$ cat src/rtl/memtest_pkg.sv
// Shared types and helpers for the memtest BRAM self-test controller.
package memtest_pkg;
  localparam int DEF_ADDR_W = 10;
  localparam int DEF_DATA_W = 32;
  localparam int MAX_DATA_W = 64;

  typedef enum logic [2:0] {IDLE, WRITE, READ, DRAIN, DONE} bist_state_t;

  // Callers zero-extend into and truncate out of MAX_DATA_W.
  function automatic logic [MAX_DATA_W-1:0] bist_exp(input logic [MAX_DATA_W-1:0] seed,
                                                     input logic [MAX_DATA_W-1:0] addr);
    return seed ^ addr;
  endfunction
endpackage

$ cat src/rtl/memtest_rd_tracker.sv
// RD_LAT-deep {valid, addr} delay line that lines up read tags with port-A data.
module memtest_rd_tracker import memtest_pkg::*; #(
  parameter int ADDR_W = DEF_ADDR_W,
  parameter int RD_LAT = 1
) (
  input  logic              clk,
  input  logic              rst_n,
  input  logic              push_vld,
  input  logic [ADDR_W-1:0] push_addr,
  output logic              tag_vld,
  output logic [ADDR_W-1:0] tag_addr
);
  logic [RD_LAT-1:0]             vld_q, vld_d;
  logic [RD_LAT-1:0][ADDR_W-1:0] addr_q, addr_d;

  always_comb begin
    vld_d     = vld_q;
    addr_d    = addr_q;
    vld_d[0]  = push_vld;
    addr_d[0] = push_addr;
    for (int i = 1; i < RD_LAT; i++) begin
      vld_d[i]  = vld_q[i-1];
      addr_d[i] = addr_q[i-1];
    end
  end

  always_ff @(posedge clk or negedge rst_n) begin
    if (!rst_n) begin
      vld_q  <= '0;
      addr_q <= '0;
    end else begin
      vld_q  <= vld_d;
      addr_q <= addr_d;
    end
  end

  assign tag_vld  = vld_q[RD_LAT-1];
  assign tag_addr = addr_q[RD_LAT-1];
endmodule

$ cat src/rtl/memtest_bist_ctrl.sv
// BIST sequencer: optional seed-pattern fill through port B, then full read/compare via port A.
module memtest_bist_ctrl import memtest_pkg::*; #(
  parameter int ADDR_W = DEF_ADDR_W,
  parameter int DATA_W = DEF_DATA_W,
  parameter int BE_W   = DATA_W/8,
  parameter int RD_LAT = 1,
  parameter int ERR_W  = 16
) (
  input  logic              clk,
  input  logic              rst_n,
  input  logic              start,
  input  logic              mode,
  input  logic [DATA_W-1:0] seed,
  output logic              busy,
  output logic              done,
  output logic              pass,
  output logic [ERR_W-1:0]  err_count,
  output logic [ADDR_W-1:0] first_err_addr,
  output logic [ADDR_W-1:0] addr_a,
  input  logic [DATA_W-1:0] q_a,
  output logic [BE_W-1:0]   we_b,
  output logic [ADDR_W-1:0] addr_b,
  output logic [DATA_W-1:0] din_b
);
  localparam int              DEPTH      = 2**ADDR_W;
  localparam logic [ADDR_W:0] LAST       = (ADDR_W+1)'(DEPTH-1);
  localparam logic [ADDR_W:0] DRAIN_LAST = (ADDR_W+1)'(RD_LAT-1);

  bist_state_t       state_q, state_d;
  logic [ADDR_W:0]   ptr_q, ptr_d;
  logic [DATA_W-1:0] seed_q, seed_d;
  logic [ERR_W-1:0]  err_q, err_d;
  logic [ADDR_W-1:0] first_q, first_d;
  logic              done_q, done_d;
  logic              pass_q, pass_d;
  logic [ADDR_W-1:0] addr_b_q, addr_b_d;
  logic [DATA_W-1:0] din_b_q, din_b_d;
  logic [DATA_W-1:0] wr_data;
  logic              tag_vld;
  logic [ADDR_W-1:0] tag_addr;

  function automatic logic [DATA_W-1:0] exp_at(input logic [DATA_W-1:0] s,
                                               input logic [ADDR_W-1:0] a);
    return DATA_W'(bist_exp(MAX_DATA_W'(s), MAX_DATA_W'(a)));
  endfunction

  memtest_rd_tracker #(.ADDR_W(ADDR_W), .RD_LAT(RD_LAT)) u_trk (
    .clk      (clk),
    .rst_n    (rst_n),
    .push_vld (state_q == READ),
    .push_addr(ptr_q[ADDR_W-1:0]),
    .tag_vld  (tag_vld),
    .tag_addr (tag_addr)
  );

  always_comb begin
    state_d  = state_q;
    ptr_d    = ptr_q;
    seed_d   = seed_q;
    err_d    = err_q;
    first_d  = first_q;
    done_d   = done_q;
    pass_d   = pass_q;
    addr_b_d = addr_b_q;
    din_b_d  = din_b_q;
    wr_data  = exp_at(seed_q, ptr_q[ADDR_W-1:0]);

    // err_q==0 doubles as "no mismatch seen yet": it only returns to 0 on a new start.
    if (tag_vld && (q_a != exp_at(seed_q, tag_addr))) begin
      if (err_q == '0) first_d = tag_addr;
      if (err_q != '1) err_d = err_q + 1'b1;
    end

    case (state_q)
      IDLE: if (start) begin
        state_d = mode ? READ : WRITE;
        ptr_d   = '0;
        seed_d  = seed;
        err_d   = '0;
        first_d = '0;
        done_d  = 1'b0;
        pass_d  = 1'b0;
      end
      WRITE: begin
        addr_b_d = ptr_q[ADDR_W-1:0];
        din_b_d  = wr_data;
        if (ptr_q == LAST) begin
          ptr_d   = '0;
          state_d = READ;
        end else begin
          ptr_d = ptr_q + 1'b1;
        end
      end
      READ: begin
        if (ptr_q == LAST) begin
          ptr_d   = '0;
          state_d = DRAIN;
        end else begin
          ptr_d = ptr_q + 1'b1;
        end
      end
      DRAIN: begin
        if (ptr_q == DRAIN_LAST) state_d = DONE;
        else                     ptr_d   = ptr_q + 1'b1;
      end
      DONE: begin
        done_d  = 1'b1;
        pass_d  = (err_q == '0);
        state_d = IDLE;
      end
      default: state_d = IDLE;
    endcase
  end

  always_ff @(posedge clk or negedge rst_n) begin
    if (!rst_n) begin
      state_q  <= IDLE;
      ptr_q    <= '0;
      seed_q   <= '0;
      err_q    <= '0;
      first_q  <= '0;
      done_q   <= 1'b0;
      pass_q   <= 1'b0;
      addr_b_q <= '0;
      din_b_q  <= '0;
    end else begin
      state_q  <= state_d;
      ptr_q    <= ptr_d;
      seed_q   <= seed_d;
      err_q    <= err_d;
      first_q  <= first_d;
      done_q   <= done_d;
      pass_q   <= pass_d;
      addr_b_q <= addr_b_d;
      din_b_q  <= din_b_d;
    end
  end

  // Write port is driven straight from state so reset kills we_b without waiting for an edge.
  assign busy           = (state_q != IDLE);
  assign done           = done_q;
  assign pass           = pass_q;
  assign err_count      = err_q;
  assign first_err_addr = first_q;
  assign addr_a         = (state_q == READ)  ? ptr_q[ADDR_W-1:0] : '0;
  assign we_b           = (state_q == WRITE) ? '1 : '0;
  assign addr_b         = (state_q == WRITE) ? ptr_q[ADDR_W-1:0] : addr_b_q;
  assign din_b          = (state_q == WRITE) ? wr_data : din_b_q;
endmodule
$ cat config.mk
export PLATFORM = sky130hd
export DESIGN_NAME = memtest_bist_ctrl
export DESIGN_NICKNAME = d
export VERILOG_FILES = /design/src/rtl/memtest_pkg.sv /design/src/rtl/memtest_rd_tracker.sv /design/src/rtl/memtest_bist_ctrl.sv
export SDC_FILE = /design/constraint.sdc
export NUM_CORES = 1
export LEC_CHECK = 0
export ABC_AREA = 1
export BUFFER_PORTS_ARGS = -buffer_cell sky130_fd_sc_hd__buf_2
export CAP_MARGIN = 30
export CORE_ASPECT_RATIO = 1.4
export CORE_MARGIN = 5
export CORE_UTILIZATION = 45
export CTS_CLUSTER_DIAMETER = 50
export DETAILED_ROUTE_END_ITERATION = 7
export PLACE_DENSITY = 0.71
export SLEW_MARGIN = 10
export SYNTH_ARGS = -nofsm -noshare
export SYNTH_HDL_FRONTEND = slang
export SYNTH_SLANG_ARGS = --single-unit
$ cat constraint.sdc
create_clock -name clk -period 2.1 [get_ports clk]
set_input_delay 0 -clock clk [delete_from_list [all_inputs] [get_ports clk]]
set_output_delay 0 -clock clk [all_outputs]
set_load 0.05 [all_outputs]
==> results.md <==
- Run status: complete, no violations
- Initial antenna violation count: 0
- Synthesized-area fraction occupied by and/or/nand/nor cells: 29.22%
- Number of nets at the end of the flow: 1,126
- CP Cell Sequence: inv_1 > nor3_4 > inv_6 > clkbuf_16 > o21ai_1 > buf_4
- Power per cell area: 1702 nW/um^2
- Max-slew violation total from the final report: 0
- Pre-CTS setup slack: 0.08873 ns
- Final ANT Viol Nets: 0
- Final setup violation count: 0
- CTS clock-pin slew for the worst setup and hold paths: 0.05 ns
- Total instance count after detailed placement: 1,184
- DIE AREA: 16,830 sq um
- Worst slew pin tran: 0.7870 ns
- Clock power share: 19.3%
- Number of violations of the max-capacitance limit: 0
- Main synth FF type: dfrtp_1
- Final antenna diode count: 0
- Total Routed Length: 18,390 um
- Fraction of power spent switching nets: 50.26%
- Number of warnings reported in the yosys synthesis log: 0
- Per-instance average area after synthesis: 7.528 sq um
- Gr ovfl total: 0
- Insertion delay of the later-clocked pin in the worst-skew pair: 0.41 ns
- Portion of netlist area occupied by mux cells: 0%
- DP Area: 7732 sq um
- Standby leakage power: 4.689 nW
- Number of synthesized flops with an enable pin: 0
- Buffers from clock root to sink, at most: 2
- Register area share after synthesis: 49.38%
- Sequential power share: 26.4%
- Share of flip-flops with an asynchronous set or reset after synthesis: 100.0%
- Number of design rule violations left after detail routing: 0
- Multi-input logic area: 2925 sq um
- Via count of the first global-routing pass: 6,066
- Final setup skew: 0.008327 ns
- Min Hold Slack: 0.03123 ns
- Endpoint arrival time on the critical path: 2.04 ns
- Min-delay worst type: in2reg
- Gate Count Post-Synth: 855
- DRT Pass-1 Iters: 4
- Pint: 0.007450 W
- Crit path max-delay family: buffers and inverters
- Sequential standard cell area: 3178 sq um
- Flops & latches, synth: 127
- Required time worst endpoint: 2.10 ns
- Initial Util: 46.06%
- Sum of negative setup slack: 0 ns
- Cell area after synthesis: 6436 sq um
- Global placement routability congestion: 0.8721
- Horizontal die dimension: 111.1 um
- Height of the die: 151.5 um
- I/O pin total: 153
- Fraction of power consumed by combinational cells: 54.4%
- Post-DP HPWL: 13,260 um
- Final worst path period need: 2.038 ns
- Clock tree root driver cell: clkbuf_16
- Synth Area in Compound Gates: 8.204%
- Fraction of layout cells with a size suffix above 1: 24.74%
- Count of endpoints failing hold in the final timing report: 0
- Core area: 13,970 sq um
- Top fanout value on the critical path: 25
- Routed vias/inst: 4.882
- Maximum achievable frequency: 490.7 MHz
- Dominant combinational cell family by area after synthesis: simple AND/OR/NAND/NOR gates
- Synth-to-Final Area Change: 36.76%
- Post-synthesis adder-cell area fraction: 0.7776%
- Delay contributed by the slowest stage of the critical path: 0.37 ns
- Global-route wire length before repair: 29,440 um
- Mean routed wirelength per cell: 14.69 um
- First-iteration detailed-routing DRC count: 269
- Aggregate global-route resource usage: 22.05%
- Net switching power: 0.007527 W
- Critical Path End Type: output pin
- Number of different library cells in the post-synthesis netlist: 32
- Xor-xnor portion of the synthesized cell area: 2.722%
- Category of the most critical setup path: reg2out
- Worst-path cell with the longest stage delay: dfrtp_1
- Part of the cycle the worst path needs: 97.04%
- Buffer and inverter count on the worst path: 4
- Worst rel slew slack: 47.47%
- Peak ir drop on the vdd network: 0.0009744 V
- Sinks on Clock Net: 127
- Final cell count without fillers: 1,252
- Synthesized Nets: 927
- Pin count of the biggest net entering global routing: 54
- Number of buffers added by the clock tree synthesis step: 17
- Layout Cell Area excl Fill: 8802 sq um
- FP Rows: 51
- Vias post-DR: 6,112
- Unrepaired setup endpoints after global routing: true
- Sort of element at the start of the critical path: flip-flop
- CTS H-Tree Depth: 4
- Number of fill cells: 1,214
- Post-route setup slack: 0.06209 ns
- CTS tree: done
- Count of input and output buffers: 152
==> power groups by stage <==
stage               clock network (W)  registers [W]  logic, W
detailed placement                  0        0.00398   0.00767
floorplan                           0        0.00446   0.00540
finish                        0.00288        0.00395   0.00814
CTS                           0.00294        0.00395   0.00787
global placement                    0        0.00394   0.00758
global route                  0.00307        0.00407   0.00884
==> worst reg2reg max path, stage by stage, from the launching register on <==
cell and delay, ns:
dfrtp_1 0.46, inv_2 0.15, ha_1 0.16, nand4_1 0.10, nor2_1 0.15, nand4_1 0.17
nand2_4 0.18, inv_2 0.11, nand2_1 0.09, xor2_1 0.15, nor2_1 0.05
==> sequential cells by signal (all words and copies together), names as in the netlist <==
| register | cells |
|---|---|
| ptr_q | 11 |
| u_trk.tag_addr | 10 |
| state_q | 3 |
| seed_q | 32 |
| din_b_q | 32 |
| u_trk.tag_vld | 1 |
| first_err_addr | 10 |
| pass | 1 |
| addr_b_q | 10 |
| err_count | 16 |
| done | 1 |
==> per-stage QoR <==
stage	util, %	total power, W
4_1_cts	62.22	0.01476
6_report	62.99	0.01498
3_5_place_dp	55.33	0.01165
5_1_grt	62.99	0.01598
2_1_floorplan	-	0.009860
3_3_place_gp	55.33	0.01152
==> cells by family (layout without fill, tap and decap cells) <==
group                    Yosys count  after routing
AND/OR/NAND/NOR                  447            447
AO/OA/AOI/OAI                    103            103
adder cells (fa/ha/maj)            4              4
flip-flops                       127            127
XOR/XNOR                          20             20
buffers and inverters            154            366
==> layout by cell type, fill, tap and decap left out, drive strengths merged <==
master / instances
nand2: 281
buf: 167
dfrtp: 127
inv: 125
nor2: 95
o21ai: 84
nand3: 35
dlygate4sd3: 34
clkbuf: 30
a21oi: 16
nor3: 15
xor2: 10
nand4: 10
xnor2: 10
nand3b: 6
clkinv: 5
ha: 4
nor4: 3
clkinvlp: 3
nor3b: 2
bufinv: 2
o21a: 1
o221ai: 1
o211ai: 1
==> metal layers <==
layer	track usage [%]	share of wire, %	vias up	wire, um
met2	40.58	53	167	9757
met3	4.728	4.2	43	764
met4	9.130	3.1	0	573
met1	24.91	40	2854	7294
met5	0	0	-	0
li1	-	-	3048	-
==> synthesized netlist by cell type, types with 4 or more instances <==
cell type | n | area [sq um]
nand4_1 | 10 | 62.56
nand2_2 | 5 | 31.28
o21ai_0 | 78 | 390.4
dfrtp_1 | 127 | 3178
nor2_1 | 89 | 334.1
o21ai_1 | 5 | 25.02
a21oi_1 | 16 | 80.08
nand2_1 | 274 | 1028
buf_2 | 9 | 45.04
inv_2 | 9 | 33.78
ha_1 | 4 | 50.05
nor2_2 | 6 | 37.54
nor3_1 | 12 | 60.06
clkbuf_1 | 11 | 41.29
nand3_1 | 33 | 165.2
xor2_1 | 10 | 87.58
xnor2_1 | 10 | 87.58
inv_1 | 116 | 435.4
nand3b_1 | 6 | 45.04
==> worst paths after layout <==
path | startpoint | to | slack (ns) | cells after the start
max in group asynchronous | rst_n | first_err_addr[8]$_DFF_PN0_ | 1.25 | 3
worst max-delay path | state_q[0]$_DFFE_PN0P_ | din_b[1] | 0.06 | 6
worst min register to register | ptr_q[7]$_DFFE_PN0P_ | u_trk.tag_addr[7]$_DFF_PN0_ | 0.45 | 0
min in group asynchronous | rst_n | addr_b_q[3]$_DFF_PN0_ | 0.12 | 2
worst min-delay path | start | state_q[1]$_DFFE_PN0P_ | 0.03 | 4
worst max register to register | ptr_q[0]$_DFFE_PN0P_ | ptr_q[5]$_DFFE_PN0P_ | 0.21 | 10
==> final cells by class <==
class                   count  area share [%]
well taps                 185           2.630
repair buffers            209           15.99
clock inverters            10           1.265
multi-input cells         574           33.23
clock buffers              22           5.387
flip-flops and latches    127           36.11
inverters                 125           5.387
==> what timing repair did <==
item | 4_1_cts | 5_1_grt
setup buffers | 1 | 0
gates cloned | 0 | 1
resized for setup | 9 | 37
endpoints found under the hold margin | 70 | 0
hold buffers | 34 | 0
pin swaps | 1 | 1
endpoints found under the setup margin | 24 | 45
No activity file was read; power rests on OpenSTA's default activity.
